<file path="src/rtl/boot_loader.sv">
// Boot loader: receives a byte-stream program image (word count, hi/lo data
// byte pairs, XOR checksum), writes each 16-bit word into instruction memory
// and launches the CPU only when the checksum matches.
// Ports:
//   clock, reset             - system clock, asynchronous active-high reset
//   load                     - level request to start a load session
//   rx_data/rx_valid/rx_ready - byte stream handshake (transfer on valid&ready)
//   im_addr/im_data/im_we    - instruction-memory write port
//   cpu_start/cpu_enable     - one-cycle launch pulse / run enable level
//   busy/error               - session in progress / session failed
module boot_loader #(
  parameter logic [7:0]  BASE_ADDR = 8'h00,
  parameter int unsigned TIMEOUT   = 50000
) (
  input  logic        clock,
  input  logic        reset,
  input  logic        load,
  input  logic [7:0]  rx_data,
  input  logic        rx_valid,
  output logic        rx_ready,
  output logic [7:0]  im_addr,
  output logic [15:0] im_data,
  output logic        im_we,
  output logic        cpu_start,
  output logic        cpu_enable,
  output logic        busy,
  output logic        error
);

  localparam int unsigned TW = 16;

  localparam logic [3:0] S_IDLE  = 4'd0;
  localparam logic [3:0] S_HDR   = 4'd1;
  localparam logic [3:0] S_HI    = 4'd2;
  localparam logic [3:0] S_LO    = 4'd3;
  localparam logic [3:0] S_WRITE = 4'd4;
  localparam logic [3:0] S_CSUM  = 4'd5;
  localparam logic [3:0] S_START = 4'd6;
  localparam logic [3:0] S_DONE  = 4'd7;
  localparam logic [3:0] S_ERROR = 4'd8;

  logic [3:0]    state, state_d;
  logic [7:0]    count, count_d;
  logic [7:0]    index, index_d;
  logic [7:0]    csum, csum_d;
  logic [7:0]    hi_byte, hi_byte_d;
  logic [TW-1:0] tcnt, tcnt_d;
  logic [7:0]    im_addr_d;
  logic [15:0]   im_data_d;
  logic          cpu_enable_d;
  logic          rx_ready_d, im_we_d, cpu_start_d, busy_d, error_d;

  logic          accept;
  logic [TW-1:0] tick;
  logic          timed_out;
  logic [7:0]    index_inc;

  assign accept    = rx_valid & rx_ready;
  assign tick      = tcnt + TW'(1);
  assign timed_out = (tick == TW'(TIMEOUT));
  assign index_inc = index + 8'd1;

  // State register; every output is registered from its next-state value.
  always_ff @(posedge clock or posedge reset) begin
    if (reset) begin
      state      <= S_IDLE;
      count      <= '0;
      index      <= '0;
      csum       <= '0;
      hi_byte    <= '0;
      tcnt       <= '0;
      im_addr    <= '0;
      im_data    <= '0;
      im_we      <= 1'b0;
      cpu_start  <= 1'b0;
      cpu_enable <= 1'b0;
      rx_ready   <= 1'b0;
      busy       <= 1'b0;
      error      <= 1'b0;
    end else begin
      state      <= state_d;
      count      <= count_d;
      index      <= index_d;
      csum       <= csum_d;
      hi_byte    <= hi_byte_d;
      tcnt       <= tcnt_d;
      im_addr    <= im_addr_d;
      im_data    <= im_data_d;
      im_we      <= im_we_d;
      cpu_start  <= cpu_start_d;
      cpu_enable <= cpu_enable_d;
      rx_ready   <= rx_ready_d;
      busy       <= busy_d;
      error      <= error_d;
    end
  end

  // Next-state and next-output logic.
  always_comb begin
    state_d      = state;
    count_d      = count;
    index_d      = index;
    csum_d       = csum;
    hi_byte_d    = hi_byte;
    tcnt_d       = tcnt;
    im_addr_d    = im_addr;
    im_data_d    = im_data;
    cpu_enable_d = cpu_enable;

    case (state)
      S_IDLE, S_DONE, S_ERROR: begin
        if (load) begin
          state_d      = S_HDR;
          index_d      = '0;
          csum_d       = '0;
          tcnt_d       = '0;
          cpu_enable_d = 1'b0;
        end
      end
      S_HDR: begin
        if (accept) begin
          count_d = rx_data;
          csum_d  = csum ^ rx_data;
          tcnt_d  = '0;
          state_d = (rx_data == 8'd0) ? S_CSUM : S_HI;
        end else if (timed_out) begin
          state_d = S_ERROR;
        end else begin
          tcnt_d = tick;
        end
      end
      S_HI: begin
        if (accept) begin
          hi_byte_d = rx_data;
          csum_d    = csum ^ rx_data;
          tcnt_d    = '0;
          state_d   = S_LO;
        end else if (timed_out) begin
          state_d = S_ERROR;
        end else begin
          tcnt_d = tick;
        end
      end
      S_LO: begin
        // Address and data change together on entry to WRITE so that they
        // hold their previous values everywhere else.
        if (accept) begin
          im_data_d = {hi_byte, rx_data};
          im_addr_d = BASE_ADDR + index;
          csum_d    = csum ^ rx_data;
          tcnt_d    = '0;
          state_d   = S_WRITE;
        end else if (timed_out) begin
          state_d = S_ERROR;
        end else begin
          tcnt_d = tick;
        end
      end
      S_WRITE: begin
        index_d = index_inc;
        state_d = (index_inc == count) ? S_CSUM : S_HI;
      end
      S_CSUM: begin
        if (accept) begin
          tcnt_d  = '0;
          state_d = (rx_data == csum) ? S_START : S_ERROR;
        end else if (timed_out) begin
          state_d = S_ERROR;
        end else begin
          tcnt_d = tick;
        end
      end
      S_START: begin
        state_d      = S_DONE;
        cpu_enable_d = 1'b1;
      end
      default: state_d = S_IDLE;
    endcase

    rx_ready_d  = (state_d == S_HDR) || (state_d == S_HI) ||
                  (state_d == S_LO)  || (state_d == S_CSUM);
    im_we_d     = (state_d == S_WRITE);
    cpu_start_d = (state_d == S_START);
    busy_d      = !((state_d == S_IDLE) || (state_d == S_DONE) ||
                    (state_d == S_ERROR));
    error_d     = (state_d == S_ERROR);
  end

endmodule

</file>
<file path="config.mk">
export PLATFORM = sky130hd
export DESIGN_NAME = boot_loader
export DESIGN_NICKNAME = d
export VERILOG_FILES = /design/src/rtl/boot_loader.sv
export SDC_FILE = /design/constraint.sdc
export NUM_CORES = 1
export LEC_CHECK = 0
export CORE_AREA = 2 2 94 96
export CTS_CLUSTER_SIZE = 20
export DETAILED_ROUTE_END_ITERATION = 12
export DIE_AREA = 0 0 96 98
export PLACE_DENSITY = 0.77
export SLEW_MARGIN = 20
export SYNTH_ARGS = -nofsm -noshare
export SYNTH_HDL_FRONTEND = slang
export SYNTH_SLANG_ARGS = --single-unit
</file>
<file path="constraint.sdc">
create_clock -name clock -period 2.8 [get_ports clock]
set_input_delay 0.56 -clock clock [delete_from_list [all_inputs] [get_ports clock]]
set_output_delay 0.56 -clock clock [all_outputs]
set_load 0.05 [all_outputs]
</file>
==> After elaboration in Yosys (flattened, before gate mapping) <==
Index checks and enable logic that the tools add are counted.
{ "classes": {"addsub": 2, "eq_ne": 22, "muxes": 20, "bitwise": 2, "n_reduce_logical": 23} }
{ "op_table": {"columns": ["operator", "count"], "rows": [
  ["16-bit two-way mux", 3],
  ["4-bit by 3-bit equality test with 1-bit output, second input constant", 8],
  ["16-bit one-hot mux with 2 select lines", 1],
  ["8-bit one-hot mux with 2 select lines", 2],
  ["4-bit two-way mux", 7],
  ["4-bit one-hot mux with 7 select lines", 1],
  ["16-bit by 1-bit adder with 16-bit output, second input constant", 1],
  ["16-bit equality test, second input constant", 1],
  ["4-bit by 2-bit equality test with 1-bit output, second input constant", 4],
  ["8-bit equality test", 2],
  ["8-bit two-way mux", 2],
  ["2-bit AND reduction", 5],
  ["8-bit by 1-bit adder with 8-bit output, second input constant", 1],
  ["4-bit by 1-bit equality test with 1-bit output, second input constant", 2],
  ["4-bit equality test, second input constant", 2],
  ["4-bit logical NOT", 2],
  ["8-bit logical NOT", 1],
  ["2-bit nonzero test", 4],
  ["8-bit XOR", 1],
  ["3-bit two-way mux", 2],
  ["3-bit AND reduction", 2],
  ["3-bit OR reduction", 2],
  ["1-bit logical OR", 5],
  ["4-bit OR reduction", 1],
  ["7 further kinds", 7]
]} }
{ "word_totals": {"register_bits": 82, "input_bits": 12, "out_inout_bits": 30} }

==> Depth between registers and ports, before layout <==
{ "depth": {"depth_word": 9, "depth_mapped": 9, "ltp_nobuf": 9} }

==> Worst setup path after synthesis <==
OpenSTA, ideal clock, no wires.
{ "synth_timing": {"path_kind": "reg-to-reg", "from": "reg index[0]", "to": "reg rx_ready", "setup_time_ps": 138, "arrival_ps": 2245, "slack_ps": 416, "path_stages_with_launch": 10, "path_buffers": 0, "period_less_slack_ps": 2384, "cell_sequence": "dfrtp_1 ha_1 and3_4 and3_1 or4_4 nor4_4 nor2_2 a211oi_4 inv_2 mux2i_1"} }
{ "synth_via": {"elab_chain_cells": 8} }
{ "synth_lines": {"columns": ["item", "line_no", "text"], "rows": [
  ["from (decl)", "44", "logic [7:0] index, index_d;"],
  ["from (signal assigned)", "83", "index <= index_d;"],
  ["8-bit by 1-bit adder with 8-bit output (*)", "61", "assign index_inc = index + 8'd1;"],
  ["8-bit equality test (*)", "161", "state_d = (index_inc == count) ? S_CSUM : S_HI;"],
  ["3-bit two-way mux (*)", "161", null],
  ["4-bit one-hot mux with 7 select lines (*)", "110", "case (state)"],
  ["net state_d[1]", "42", "logic [3:0] state, state_d;"],
  ["4-bit by 1-bit equality test with 1-bit output or 4-bit by 2-bit equality test with 1-bit output (tied branches)", "180", "rx_ready_d = (state_d == S_HDR) || (state_d == S_HI) ||"],
  ["1-bit logical OR (2 in a row)", "180", null],
  ["1-bit logical OR (*)", "181", "(state_d == S_LO) || (state_d == S_CSUM);"],
  ["net rx_ready_d", "51", "logic rx_ready_d, im_we_d, cpu_start_d, busy_d, error_d;"],
  ["to (signal assigned)", "92", "rx_ready <= rx_ready_d;"],
  ["to (decl)", "20", "output logic rx_ready,"]
]} }
The timed path passes the listed nets; every way through them passes the cells marked *.
A chain may end at the register's enable or synchronous reset.

==> Final worst setup path <==
Ends and elaborated chain as after synthesis.

==> impl_metrics.toml <==
[floorplan]
io_pins = 42
die_h_um = 98
core_area_sq_mm = 0.00847
rows = 34
initial_core_util = 0.503
fp.dieW_um = 96
dieArea_sq_mm = 0.00941

[timing]
final.setup.tns_ns = 0
whs_ns = 0.505
fmax_mhz = 390
finalCriticalPeriod_ns = 2.56
hold_viol_final = 0
clock_skew_ns = 0.00750
fin_crit_sh = 0.916
slew_violations = 0
setup_viol = 0
maxSlewHeadroom = 0.613
worst_slew_pin_slew_ns = 0.575
rsz0062_at_grt = "no"

[yosys]
synth_top_cell_area_share = 0.482
synthesis.area_sq_mm = 0.00426
ys_types = 60
ys_seq_elements = 82
ys_seq_area_frac = 0.482
synthArstFlopShare = 1.00
yosysTopAreaCell = "dfrtp_1"
synth_area_leaders = "dfrtp_1, mux2_2, o21ai_0"
synth-edff-count = 0
yosysWarnings = 0
syn_inst = 405
synth_nets = 419
synth.avg_cell_area_sq_um = 10.5
synth_flop_cell = "dfrtp_1"

[clock_tree]
htree_levels = 3
root_buffer = "clkbuf_8"
clk_latency_ns = 0.36
path_clk_slew_ns = 0.09
cts_tree = "built"
ctsLongestPathBuffers = 2
post_cts_resized = 0
postCtsSetupBuffers = 0
clock-sinks = 82
cts_made_buffers = 9
cts-hold-fix-buffers = 0

[critical_path]
path_cells = "ha_1, and3_4, and3_1, or4_4, nor4_4, a2bb2o_1, a211oi_2, inv_1, mux2i_1"
path_buf_inv = 1
path_class = "register to register"
rrSetupSlack_ns = 0.24
startpoint_type = "register"
cp_top_family = "simple AND/OR/NAND/NOR gates"
crit_slowest_cell = "or4_4"
crit_required_ns = 3.03
arrival_ns = 2.79
endpoint_kind = "register"
timing.rr.start = "index[0]"
slowest_delay_ns = 0.52
reg2reg_to = "rx_ready"
r2r.worst_path.cells = 9
worstPathMaxFanout = 7

[placed_design]
hpwlAfterDp_um = 6280
gp_congestion = 0.878
io_buffers = 41

[finish]
area_growth_pct = 17.4
fin_util = 0.590
multi_input_area_sq_mm = 0.00208
fillCellCount = 682
final_common_cell = "dfrtp_1"
antennaDiodeCount = 0
seq_area_sq_mm = 0.00205
final_cell_mix = "dfrtp_1, o21ai_0, clkdlybuf4s50_1"
nets = 463
drive_gt1_frac = 0.187

[drt]
ant_nets = 0
wirelength_um = 8930
vias = 3266
first_pass_iters = 4
drt_iter0_drc = 152
post_drt_wl_per_cell_um = 15.9
drc = 0
viasPerCell = 5.81

[global_routing]
antenna_found_initial = 0
grt_pass1_vias = 3148
grt.overflow.total = 0
grt_max_degree = 39
grt_pass1_wl_um = 15100
grt_usage = 0.203

[power]
power_density_mw_per_mm2 = 1020
p_leak_uw = 0.00211
vdd_drop_max_mv = 0.651
finalPower_uw = 5090

[min_path]
hp-class = "register to register"
hold_path_depth = 1
holdPathEnd = "im_data[10]"
hp-start = "hi_byte[2]"

[status]
outcome = "completed"

[flow_run]
cap_violations = 0
[kinds of logic (layout without fill, tap and decap cells)]
| kind of cell | Yosys count | in the layout | synth area share |
|---|---|---|---|
| XOR/XNOR | 24 | 24 | 0.0494 |
| multiplexers | 41 | 41 | 0.108 |
| flip-flops | 82 | 82 | 0.482 |
| AO/OA/AOI/OAI | 96 | 96 | 0.143 |
| buffers and inverters | 28 | 77 | 0.0303 |
| adder cells (fa/ha/maj) | 2 | 2 | 0.00588 |
| AND/OR/NAND/NOR | 132 | 132 | 0.181 |
[state kept, by name, summed over array words and instances, names as in the netlist]
name,count
rx_ready,1
im_addr,8
busy,1
csum,8
im_data,16
cpu_start,1
error,1
cpu_enable,1
index,8
count,8
hi_byte,8
im_we,1
state,4
tcnt,16
[cells in the mapped netlist, types with 2 or more instances]
master    count
o31ai_1      10
buf_4         2
a21oi_1      12
and4_1        2
and2_1        3
nand3_1      10
nand3b_1      3
ha_1          2
nor2_1       21
xnor2_1       9
nor3b_1       3
nor4_1        5
nand4_1       5
xor2_1       15
buf_2         7
nor4_4        2
dfrtp_1      82
clkbuf_1      8
nor3_1        6
o41ai_1       3
nor2b_1       5
nand2_1      34
buf_1         2
a211oi_2      2
and3_1       11
mux2_2       40
a211oi_1      2
inv_1         7
o21ai_0      46
o22ai_1       5
nand2b_1      6
a31oi_1       7
[worst max-delay path by stage]
stage / endpoint / start / cells after the start
floorplan: busy / reset / 1
global placement: rx_ready / rx_data[7] / 8
detailed placement: tcnt[11] / rx_valid / 6
CTS: rx_ready / index[0] / 9
global route: busy / tcnt[0] / 8
finish: rx_ready / index[0] / 9
[report_power, final]
part	total [uW]	internal [uW]	switching, uW	leakage [uW]
Combinational	2420	981	1430	0.000967
Clock	784	331	453	0.0000799
Sequential	1890	1560	332	0.00106
[layout make-up]
cell class,count,share of cell area
timing repair buffer,53,0.105
tap,108,0.0270
inverter,8,0.00626
multi-input combinational,295,0.415
clock buffer,10,0.0255
clock inverter,6,0.00977
sequential,82,0.411
[stage by stage]
| step | worst slack [ns] | cells | instance area (sq um) |
|---|---|---|---|
| after floorplan | 0.132 | 405 | 4260 |
| after global placement | 0.260 | 546 | 4820 |
| after detailed placement | 0.162 | 546 | 4820 |
| after CTS | 0.257 | 562 | 5000 |
| after global routing | 0.0364 | 562 | 5000 |
| final | 0.235 | 562 | 5000 |
[routing by layer]
metal	up-vias	routed length [um]	global-route usage
met2	71	4290	0.318
met5	-	0	0
met4	0	109	0.0714
li1	1561	-	-
met3	10	366	0.0448
met1	1624	4170	0.279
(Power assumes the default switching activity.)
